## config.mk

```make
export PLATFORM = sky130hd
export DESIGN_NAME = mem_arbiter
export DESIGN_NICKNAME = d
export VERILOG_FILES = /design/src/rtl/mem_arb_pkg.sv /design/src/rtl/rd_tag_pipe.sv /design/src/rtl/mem_arbiter.sv
export SDC_FILE = /design/constraint.sdc
export NUM_CORES = 1
export LEC_CHECK = 0
export ABC_AREA = 1
export ABC_CLOCK_PERIOD_IN_PS = 1900
export BUFFER_PORTS_ARGS = -buffer_cell sky130_fd_sc_hd__clkbuf_2
export CAP_MARGIN = 20
export CORE_MARGIN = 2
export CORE_UTILIZATION = 30
export DETAILED_ROUTE_END_ITERATION = 8
export MAX_ROUTING_LAYER = met4
export SLEW_MARGIN = 20
export SYNTH_ARGS = -nofsm -noshare
export SYNTH_HDL_FRONTEND = slang
export SYNTH_SLANG_ARGS = --single-unit
```

## constraint.sdc

```tcl
create_clock -name clk -period 1.9 [get_ports clk]
set_input_delay 0.095 -clock clk [delete_from_list [all_inputs] [get_ports clk]]
set_output_delay 0.095 -clock clk [all_outputs]
set_load 0.01 [all_outputs]
```

## src/rtl/mem_arb_pkg.sv

```systemverilog
// Shared types for the memory arbiter: port ownership, arbiter state and
// the read tag that travels alongside each memory read.
package mem_arb_pkg;

    typedef enum logic {
        OWN_CPU = 1'b0,
        OWN_LDR = 1'b1
    } owner_e;

    typedef enum logic {
        ARB    = 1'b0,
        LOCKED = 1'b1
    } arb_state_e;

    typedef struct packed {
        logic   valid;
        owner_e owner;
    } rd_tag_t;

    localparam rd_tag_t RD_TAG_IDLE = '{valid: 1'b0, owner: OWN_CPU};

    // Builds the tag pushed for an accepted access; writes never return data.
    function automatic rd_tag_t make_tag(input logic accepted, input logic we, input owner_e owner);
        rd_tag_t tag;
        tag.valid = accepted & ~we;
        tag.owner = owner;
        return tag;
    endfunction

endpackage

```

## src/rtl/rd_tag_pipe.sv

```systemverilog
// Fixed-depth shift register carrying read ownership tags so returning
// memory data can be steered to the port that issued the read.
module rd_tag_pipe
    import mem_arb_pkg::*;
#(
    parameter int DEPTH = 1
) (
    input  logic    clk,
    input  logic    i_clr_n,
    input  rd_tag_t i_tag,
    output rd_tag_t o_tag
);

    generate
        for (genvar gi = 0; gi < DEPTH; gi++) begin : g_stage
            rd_tag_t r_tag;
            if (gi == 0) begin : g_head
                // First stage captures the tag of this cycle's access.
                always_ff @(posedge clk) begin
                    if (!i_clr_n) r_tag <= RD_TAG_IDLE;
                    else          r_tag <= i_tag;
                end
            end else begin : g_body
                // Later stages shift the tag one cycle further.
                always_ff @(posedge clk) begin
                    if (!i_clr_n) r_tag <= RD_TAG_IDLE;
                    else          r_tag <= g_stage[gi-1].r_tag;
                end
            end
        end
    endgenerate

    assign o_tag = g_stage[DEPTH-1].r_tag;

endmodule

```

## src/rtl/mem_arbiter.sv

```systemverilog
// Two-port round-robin arbiter in front of a single synchronous memory,
// with a bounded burst lock for the loader port and read-data routing.
module mem_arbiter
    import mem_arb_pkg::*;
#(
    parameter int ADDR_W   = 8,
    parameter int DATA_W   = 16,
    parameter int RD_LAT   = 1,
    parameter int LOCK_MAX = 16
) (
    input  logic              clk,
    input  logic              reset,
    input  logic              cpu_req,
    input  logic              cpu_we,
    input  logic [ADDR_W-1:0] cpu_addr,
    input  logic [DATA_W-1:0] cpu_wdata,
    input  logic              ldr_req,
    input  logic              ldr_we,
    input  logic [ADDR_W-1:0] ldr_addr,
    input  logic [DATA_W-1:0] ldr_wdata,
    input  logic              ldr_lock,
    output logic              cpu_gnt,
    output logic              ldr_gnt,
    output logic              cpu_rvalid,
    output logic              ldr_rvalid,
    output logic [DATA_W-1:0] cpu_rdata,
    output logic [DATA_W-1:0] ldr_rdata,
    output logic              mem_en,
    output logic              mem_we,
    output logic [ADDR_W-1:0] mem_addr,
    output logic [DATA_W-1:0] mem_wdata,
    input  logic [DATA_W-1:0] mem_rdata,
    output logic              lock_active
);

    localparam int CNT_W = $clog2(LOCK_MAX + 1);

    arb_state_e        r_state, w_state_next;
    owner_e            r_last, w_last_next;
    logic [CNT_W-1:0]  r_lock_cnt, w_lock_cnt_next;
    logic [ADDR_W-1:0] r_addr;
    logic [DATA_W-1:0] r_wdata;

    logic              w_cpu_gnt, w_ldr_gnt, w_any_gnt;
    owner_e            w_owner;
    logic              w_we;
    logic [ADDR_W-1:0] w_addr;
    logic [DATA_W-1:0] w_wdata;
    rd_tag_t           w_push_tag, w_pipe_out;

    // Same-cycle grant: loader only while locked, otherwise round-robin on ties.
    always_comb begin
        w_cpu_gnt = 1'b0;
        w_ldr_gnt = 1'b0;
        if (reset) begin
            if (r_state == LOCKED) begin
                w_ldr_gnt = ldr_req;
            end else if (cpu_req && ldr_req) begin
                if (r_last == OWN_LDR) w_cpu_gnt = 1'b1;
                else                   w_ldr_gnt = 1'b1;
            end else begin
                w_cpu_gnt = cpu_req;
                w_ldr_gnt = ldr_req;
            end
        end
    end

    assign w_any_gnt = w_cpu_gnt | w_ldr_gnt;
    assign w_owner   = w_ldr_gnt ? OWN_LDR : OWN_CPU;
    assign w_we      = w_ldr_gnt ? ldr_we    : cpu_we;
    assign w_addr    = w_ldr_gnt ? ldr_addr  : cpu_addr;
    assign w_wdata   = w_ldr_gnt ? ldr_wdata : cpu_wdata;

    // Lock FSM next state; a timeout hands the next tie to the CPU.
    always_comb begin
        w_state_next    = r_state;
        w_last_next     = r_last;
        w_lock_cnt_next = r_lock_cnt;
        if (w_any_gnt) w_last_next = w_owner;
        case (r_state)
            ARB: begin
                if (w_ldr_gnt && ldr_lock) begin
                    w_state_next    = LOCKED;
                    w_lock_cnt_next = CNT_W'(1);
                end
            end
            LOCKED: begin
                if (r_lock_cnt == CNT_W'(LOCK_MAX)) begin
                    w_state_next    = ARB;
                    w_last_next     = OWN_LDR;
                    w_lock_cnt_next = '0;
                end else if (!ldr_lock) begin
                    w_state_next    = ARB;
                    w_lock_cnt_next = '0;
                end else begin
                    w_lock_cnt_next = r_lock_cnt + CNT_W'(1);
                end
            end
            default: begin
                w_state_next    = ARB;
                w_lock_cnt_next = '0;
            end
        endcase
    end

    // State registers plus the held address/data seen by memory when idle.
    always_ff @(posedge clk) begin
        if (!reset) begin
            r_state    <= ARB;
            r_last     <= OWN_LDR;
            r_lock_cnt <= '0;
            r_addr     <= '0;
            r_wdata    <= '0;
        end else begin
            r_state    <= w_state_next;
            r_last     <= w_last_next;
            r_lock_cnt <= w_lock_cnt_next;
            if (w_any_gnt) begin
                r_addr  <= w_addr;
                r_wdata <= w_wdata;
            end
        end
    end

    assign w_push_tag = make_tag(w_any_gnt, w_we, w_owner);

    rd_tag_pipe #(
        .DEPTH (RD_LAT)
    ) u_rd_tag_pipe (
        .clk     (clk),
        .i_clr_n (reset),
        .i_tag   (w_push_tag),
        .o_tag   (w_pipe_out)
    );

    assign cpu_gnt     = w_cpu_gnt;
    assign ldr_gnt     = w_ldr_gnt;
    assign mem_en      = w_any_gnt;
    assign mem_we      = w_any_gnt & w_we;
    assign mem_addr    = w_any_gnt ? w_addr  : r_addr;
    assign mem_wdata   = w_any_gnt ? w_wdata : r_wdata;
    assign cpu_rvalid  = reset & w_pipe_out.valid & (w_pipe_out.owner == OWN_CPU);
    assign ldr_rvalid  = reset & w_pipe_out.valid & (w_pipe_out.owner == OWN_LDR);
    assign cpu_rdata   = mem_rdata;
    assign ldr_rdata   = mem_rdata;
    assign lock_active = (r_state == LOCKED);

endmodule
```

# After elaboration in Yosys (flattened, before gate mapping)

Index checks and enable logic that the tools add are counted.

Mux-type cells: 25
Reduce and logical (&&, ||, !) cells: 2
Bitwise operators: 9
Equality and inequality tests: 2
$add $sub $neg: 1

Operators with widths:

| kind                                         | count |
|---|---|
| 2-to-1 mux 16 bit                            | 2 |
| 2-to-1 mux 1 bit                             | 16 |
| 2-to-1 mux 8 bit                             | 2 |
| 2-to-1 mux 5 bit                             | 3 |
| case mux 5 bit (2 select lines)              | 1 |
| adder 5 x 1 -> 5 bit (second input constant) | 1 |
| AND 1 bit                                    | 5 |
| == test 5 bit (second input constant)        | 1 |
| NOT 1 bit                                    | 3 |
| logical AND 1 bit                            | 2 |
| != test 2 bit (second input constant)        | 1 |
| case mux 1 bit (2 select lines)              | 1 |
| OR 1 bit                                     | 1 |

Bits in registers: 33
Output and inout port bits: 63
Word-level logic and storage cells: 46
Input bits: 71

# Logic depth before layout (Yosys ltp)

Depth in word-level cells: 8
Mapped depth: 9

# By module

A second synthesis with hierarchy kept.

Cells, all modules: 337
Area, all modules: 2,227.1 um2

By module, submodules not included:

| module      | instances | cells each | area each (um2) |
|---|---|---|---|
| mem_arbiter | 1         | 331        | 2,172.1 |
| rd_tag_pipe | 1         | 6          | 55.1 |

# Least setup slack after synthesis

No wires, ideal clock.

Kind: reg2out
Start point: register r_state (netlist: lock_active)
End point: output mem_we
Path slack: 0.611 ns
Arrival time: 1.194 ns
Stages on the path, launching flop included: 7
Required time: 1.805 ns
Cells stage by stage: dfxtp_1 inv_4 nand3_4 nand2_4 inv_1 nand2_1 a21oi_1

Word-level cells in the longest chain between the ends: 4
Elaborated cells between the ends (all ways): 7
Those cells by class: 5 x mux; 2 x bitwise

Ends and longest elaborated chain:

| item                                                | line                                 | text |
|---|---|---|
| start: declaration                                  | mem_arbiter.sv:38                    | `arb_state_e r_state, w_state_next;` |
| start signal: assignment                            | mem_arbiter.sv:115                   | `r_state <= w_state_next;` |
| 2-to-1 mux 1 bit *                                  | mem_arbiter.sv:56                    | `if (r_state == LOCKED) begin` |
| 2-to-1 mux 1 bit *                                  | mem_arbiter.sv:55                    | `if (reset) begin` |
| via ldr_gnt                                         | mem_arbiter.sv:23                    | `output logic ldr_gnt,` |
| OR 1 bit / 2-to-1 mux 1 bit (equally long branches) | mem_arbiter.sv:68, mem_arbiter.sv:70 |  |
| AND 1 bit *                                         | mem_arbiter.sv:139                   | `assign mem_we = w_any_gnt & w_we;` |
| end: declaration                                    | mem_arbiter.sv:29                    | `output logic mem_we,` |

Mark *: on every way through the listed nets, which the timed path passes. The rest lies on a longest branch.

# Final worst setup path

Start point: register r_state (netlist: lock_active)
End point: output mem_wdata[4]

Word-level cells in the longest chain between the ends: 4
Elaborated cells between the ends (all ways): 7
Those cells by class: 6 x mux; 1 x bitwise

Ends and longest elaborated chain:

| item                                                 | line                                 | text |
|---|---|---|
| 2-to-1 mux 1 bit                                     | mem_arbiter.sv:56                    |  |
| 2-to-1 mux 1 bit                                     | mem_arbiter.sv:55                    |  |
| 2-to-1 mux 16 bit / OR 1 bit (equally long branches) | mem_arbiter.sv:72, mem_arbiter.sv:68 |  |
| 2-to-1 mux 16 bit *                                  | --                                   |  |
| end: declaration                                     | mem_arbiter.sv:31                    | `output logic [DATA_W-1:0] mem_wdata,` |

Mark *: on every way between the ends. The rest lies on a longest branch, timed or not.

==> results.md <==
- The flow ran to the end, and the final reports show no timing, DRC or antenna violations.
- Wires add up to 5430 µm.
- In the final routed layout, each cell accounts on average for 11.1 µm.
- The maximum buffer depth of the clock tree is 2.
- The beginning of the worst hold path is ldr_we.
- After synthesis, the netlist uses 24 different library cells.
- The kind of end point of the critical path is an output port.
- After synthesis, flip-flops and latches occupy 28.1% of the total area.
- The cell family with the largest share of critical-path delay is simple AND/OR/NAND/NOR gates.
- The area of the die is ~8600 µm².
- The arrival time at the worst endpoint is 1.65 ns.
- The wire length of the first global-routing pass is around 9000 µm.
- The largest clock skew in the final design is 0.00486 ns.
- The worst setup path is launched from a flip-flop.
- The mean area per synthesized cell is between 7 and 8 µm².
- After clock tree synthesis, the clock-pin slew on the worst setup and hold paths is 0.06 ns.
- The buffers inserted during post-CTS setup optimization is 0.
- The cell seen most often among critical-path stages is sky130_fd_sc_hd__nand2_1.
- The number of max-slew violations in the final report is 0.
- Global routing finished with a remaining overflow of 0.
- Counting every instance in the synthesized netlist gives 334.
- The clock net sink count is 33.
- The startpoint identified for the worst register-to-register timing path is lock_active.
- The aggregate global-route resource usage is a little over an eighth.
- Leaving out fill and tap cells, the most frequent cells in the layout are sky130_fd_sc_hd__clkbuf_2 (85), sky130_fd_sc_hd__nand2_1 (70), sky130_fd_sc_hd__inv_1 (58).
- The multi-input combinational cell area is around 1100 µm².
- The H-tree level count is 2.
- Power comes to 1.76 mW.
- The setup path with the least slack is of type flip-flop to output port.
- The cell total after placement is 482.
- For this run, asynchronously set or reset flops after synthesis account for 0%.
- Counting flops and latches in the post-synthesis netlist gives 33.
- The most common cell after layout, fill and taps aside is sky130_fd_sc_hd__clkbuf_2.
- For this run, the leading register cell type out of synthesis is sky130_fd_sc_hd__dfxtp_1.
- Traced cell by cell, the critical path runs through inv_4 -> nand3_2 -> nand2_4 -> clkinv_4 -> nand2_1 -> nand2_1 -> clkbuf_2.
- The CTS tree is yes.
- Setup repair after global routing left no endpoint under its margin.
- Yosys printed 0 warnings.
- The net count after synthesis is approximately 410.
- The final-layout setup total negative slack is 0 ns.
- The master cell of the clock root buffer is sky130_fd_sc_hd__clkbuf_8.
- The required time of the critical path is 1.80 ns.
- The number of failing hold endpoints at the final stage is 0.
- The first detailed-routing pass ran for 4 iterations.
- The synthesized design contains 0 enable-type register cells.
- Counting instances, the worst hold path has a depth of 4.
- On the worst path, the slowest cell contributes a delay of 0.36 ns.
- In this run the critical register-to-register path is captured at r_wdata[13].
- The core occupancy in the finished layout is 35.4%.
- The number of inserted diodes is 0.
- The effective utilization at floorplan is 30.8%.
- After filler insertion, the fill cell instance count of the layout stands at 867.
- After legalization and detailed placement, the total HPWL measured 4270 µm.
- Summed over all cells, the static leakage comes to 1.50 nW.
- For this run, design rule violations remaining after detail routing come to 0.
- Entering global routing, the biggest net connects 28 pins.
- The area of the core is 7650 µm².
- The final critical-path required period is roughly 1.7 ns.
- Power spread over the standard cell area amounts to between 600 and 700 nW/µm².
- Along the worst path, the maximum fanout reaches 26.
- Input and output buffers added on the ports amount to 85.
- The count of non-filler cells in the finished layout is 489.
- Before CTS, the worst setup slack after placement is 0.314 ns.
- The floorplan step set the die width to 92.6 µm.
- The number of nets in the finished design is 460.
- The cell area that synthesis handed to floorplanning was 2350 µm².
- The minimum setup slack among reg-to-reg paths is 0.54 ns.
- Registers take roughly 660 µm².
- The worst reg2reg path depth is 6.
- At the pin with the least slew margin, the transition time is 0.310 ns.
- The tool flagged a number of max-cap violations equal to 0.
- The worst path meets setup with 0.160 ns of slack.
- During I/O placement, the number of pins put on the boundary was 134.
- The floorplan step set the die height to 92.6 µm.
- The worst-case IR drop observed on VDD is approximately 0.00028 V.
- In the routed layout, each cell is associated on average with a via count of 4.31.
- The worst pin sits at a relative slew slack of 79.3%.
- The upper clock frequency limit is 0.575 GHz.
- In the final layout, the share of cells above drive strength 1 is 40.8%.
- The detailed router finished its first iteration with 76 violations.
- Clock latency on the worst-skew pair, taken at its later pin, is 0.27 ns.
- The final RePlAce weighted congestion is roughly 0.88.
- The critical path crosses 7 cells after its start point.
- The type of the tightest min-delay check is input port to flip-flop.
- The overall via count from detail_route is 2,110.
- Setup violations remaining at the end of the flow were counted as 0.
- The cell with the largest stage delay on the worst path is sky130_fd_sc_hd__dfxtp_2.
- The initial antenna violation count came to 0.
- The part of the cycle the worst path needs is 91.6%.
- The row count is 32.
- The via count of the first global-routing pass is approximately 1,900.
- Once detail routing completed, the nets flagged for antenna violations numbered 0.
- Clock tree synthesis inserted a total of 5 buffers.
- The relative area change from synthesis to final layout is 15.0%.
- The capture endpoint of the worst hold path is u_rd_tag_pipe.o_tag[1].
- The sum of buffers and inverters on the critical path is 3.
-- routing by layer --
metal	global-route usage (%)	vias to the layer above	share of wire (%)	routed length, µm
met5	-	-	0	0
met2	20.9	64	45	2450
li1	-	1113	-	-
met1	17.5	929	48	2580
met4	3.36	0	0.64	35
met3	3.25	4	6.7	363
-- report_power, final --
group          internal (mW)  switching [mW]
logic                  0.193           0.294
clock network          0.287           0.229
registers              0.739          0.0194
-- sequential cells by signal (all words and copies together), names as in the netlist --
name                 count
r_wdata                 16
r_addr                   8
r_lock_cnt               5
u_rd_tag_pipe.o_tag      2
lock_active              1
r_last                   1
-- final cells by class --
cell class | instances | area share, %
multi-input cells | 195 | 41.5
flip-flops and latches | 33 | 24.5
repair buffers | 91 | 17.4
inverters | 61 | 8.74
well taps | 102 | 4.72
clock buffers | 7 | 3.19
-- worst min-delay path, cell delays in order --
cell                       delay, ns
sky130_fd_sc_hd__clkbuf_2       0.08
sky130_fd_sc_hd__nand2_1        0.06
sky130_fd_sc_hd__nand2_1        0.06
sky130_fd_sc_hd__nor2_1         0.04
-- timing repair --
item | 4_1_cts | 5_1_grt
hold buffers | 0 | 0
resized for setup | 0 | 2
setup endpoints to repair | 0 | 24
-- cells in the mapped netlist, types with 2 or more instances --
cell	count	share of area (%)
sky130_fd_sc_hd__a21oi_1	13	2.8
sky130_fd_sc_hd__a21oi_2	18	6.7
sky130_fd_sc_hd__buf_2	6	1.3
sky130_fd_sc_hd__buf_4	33	11
sky130_fd_sc_hd__buf_6	4	1.9
sky130_fd_sc_hd__dfxtp_1	33	28
sky130_fd_sc_hd__ha_1	2	1.1
sky130_fd_sc_hd__inv_1	58	9.3
sky130_fd_sc_hd__nand2_1	70	11
sky130_fd_sc_hd__nand2_2	17	4.5
sky130_fd_sc_hd__nand2_4	2	0.96
sky130_fd_sc_hd__nand3_1	36	7.7
sky130_fd_sc_hd__nand3_2	19	8.1
sky130_fd_sc_hd__nand4_1	5	1.3
sky130_fd_sc_hd__nor2_1	8	1.3
sky130_fd_sc_hd__o21ai_0	2	0.43
-- per-stage QoR --
step,cell area (µm²),hold slack (ns)
global route,2710,0.122
floorplan,2350,0.233
CTS,2700,0.0866
finish,2710,0.0913
detailed placement,2610,0.190
global placement,2610,0.190
-- kinds of logic after synthesis --
| group | Yosys count | share of synthesized area [%] |
|---|---|---|
| buf+inv | 106 | 24.6 |
| compound gates | 34 | 10.3 |
| simple gates | 159 | 36.0 |
| flops | 33 | 28.1 |
| fa+ha+maj | 2 | 1.06 |
-- how the worst max path moves through the flow --
stage,slack [ns],to,start
6_report,0.16,mem_wdata[4],lock_active
5_1_grt,0.001,mem_wdata[11],lock_active
4_1_cts,0.02,mem_we,lock_active
3_5_place_dp,0.31,mem_we,lock_active
3_3_place_gp,0.34,mem_we,lock_active
2_1_floorplan,0.61,mem_we,lock_active
Power figures use the tool's default switching activity.
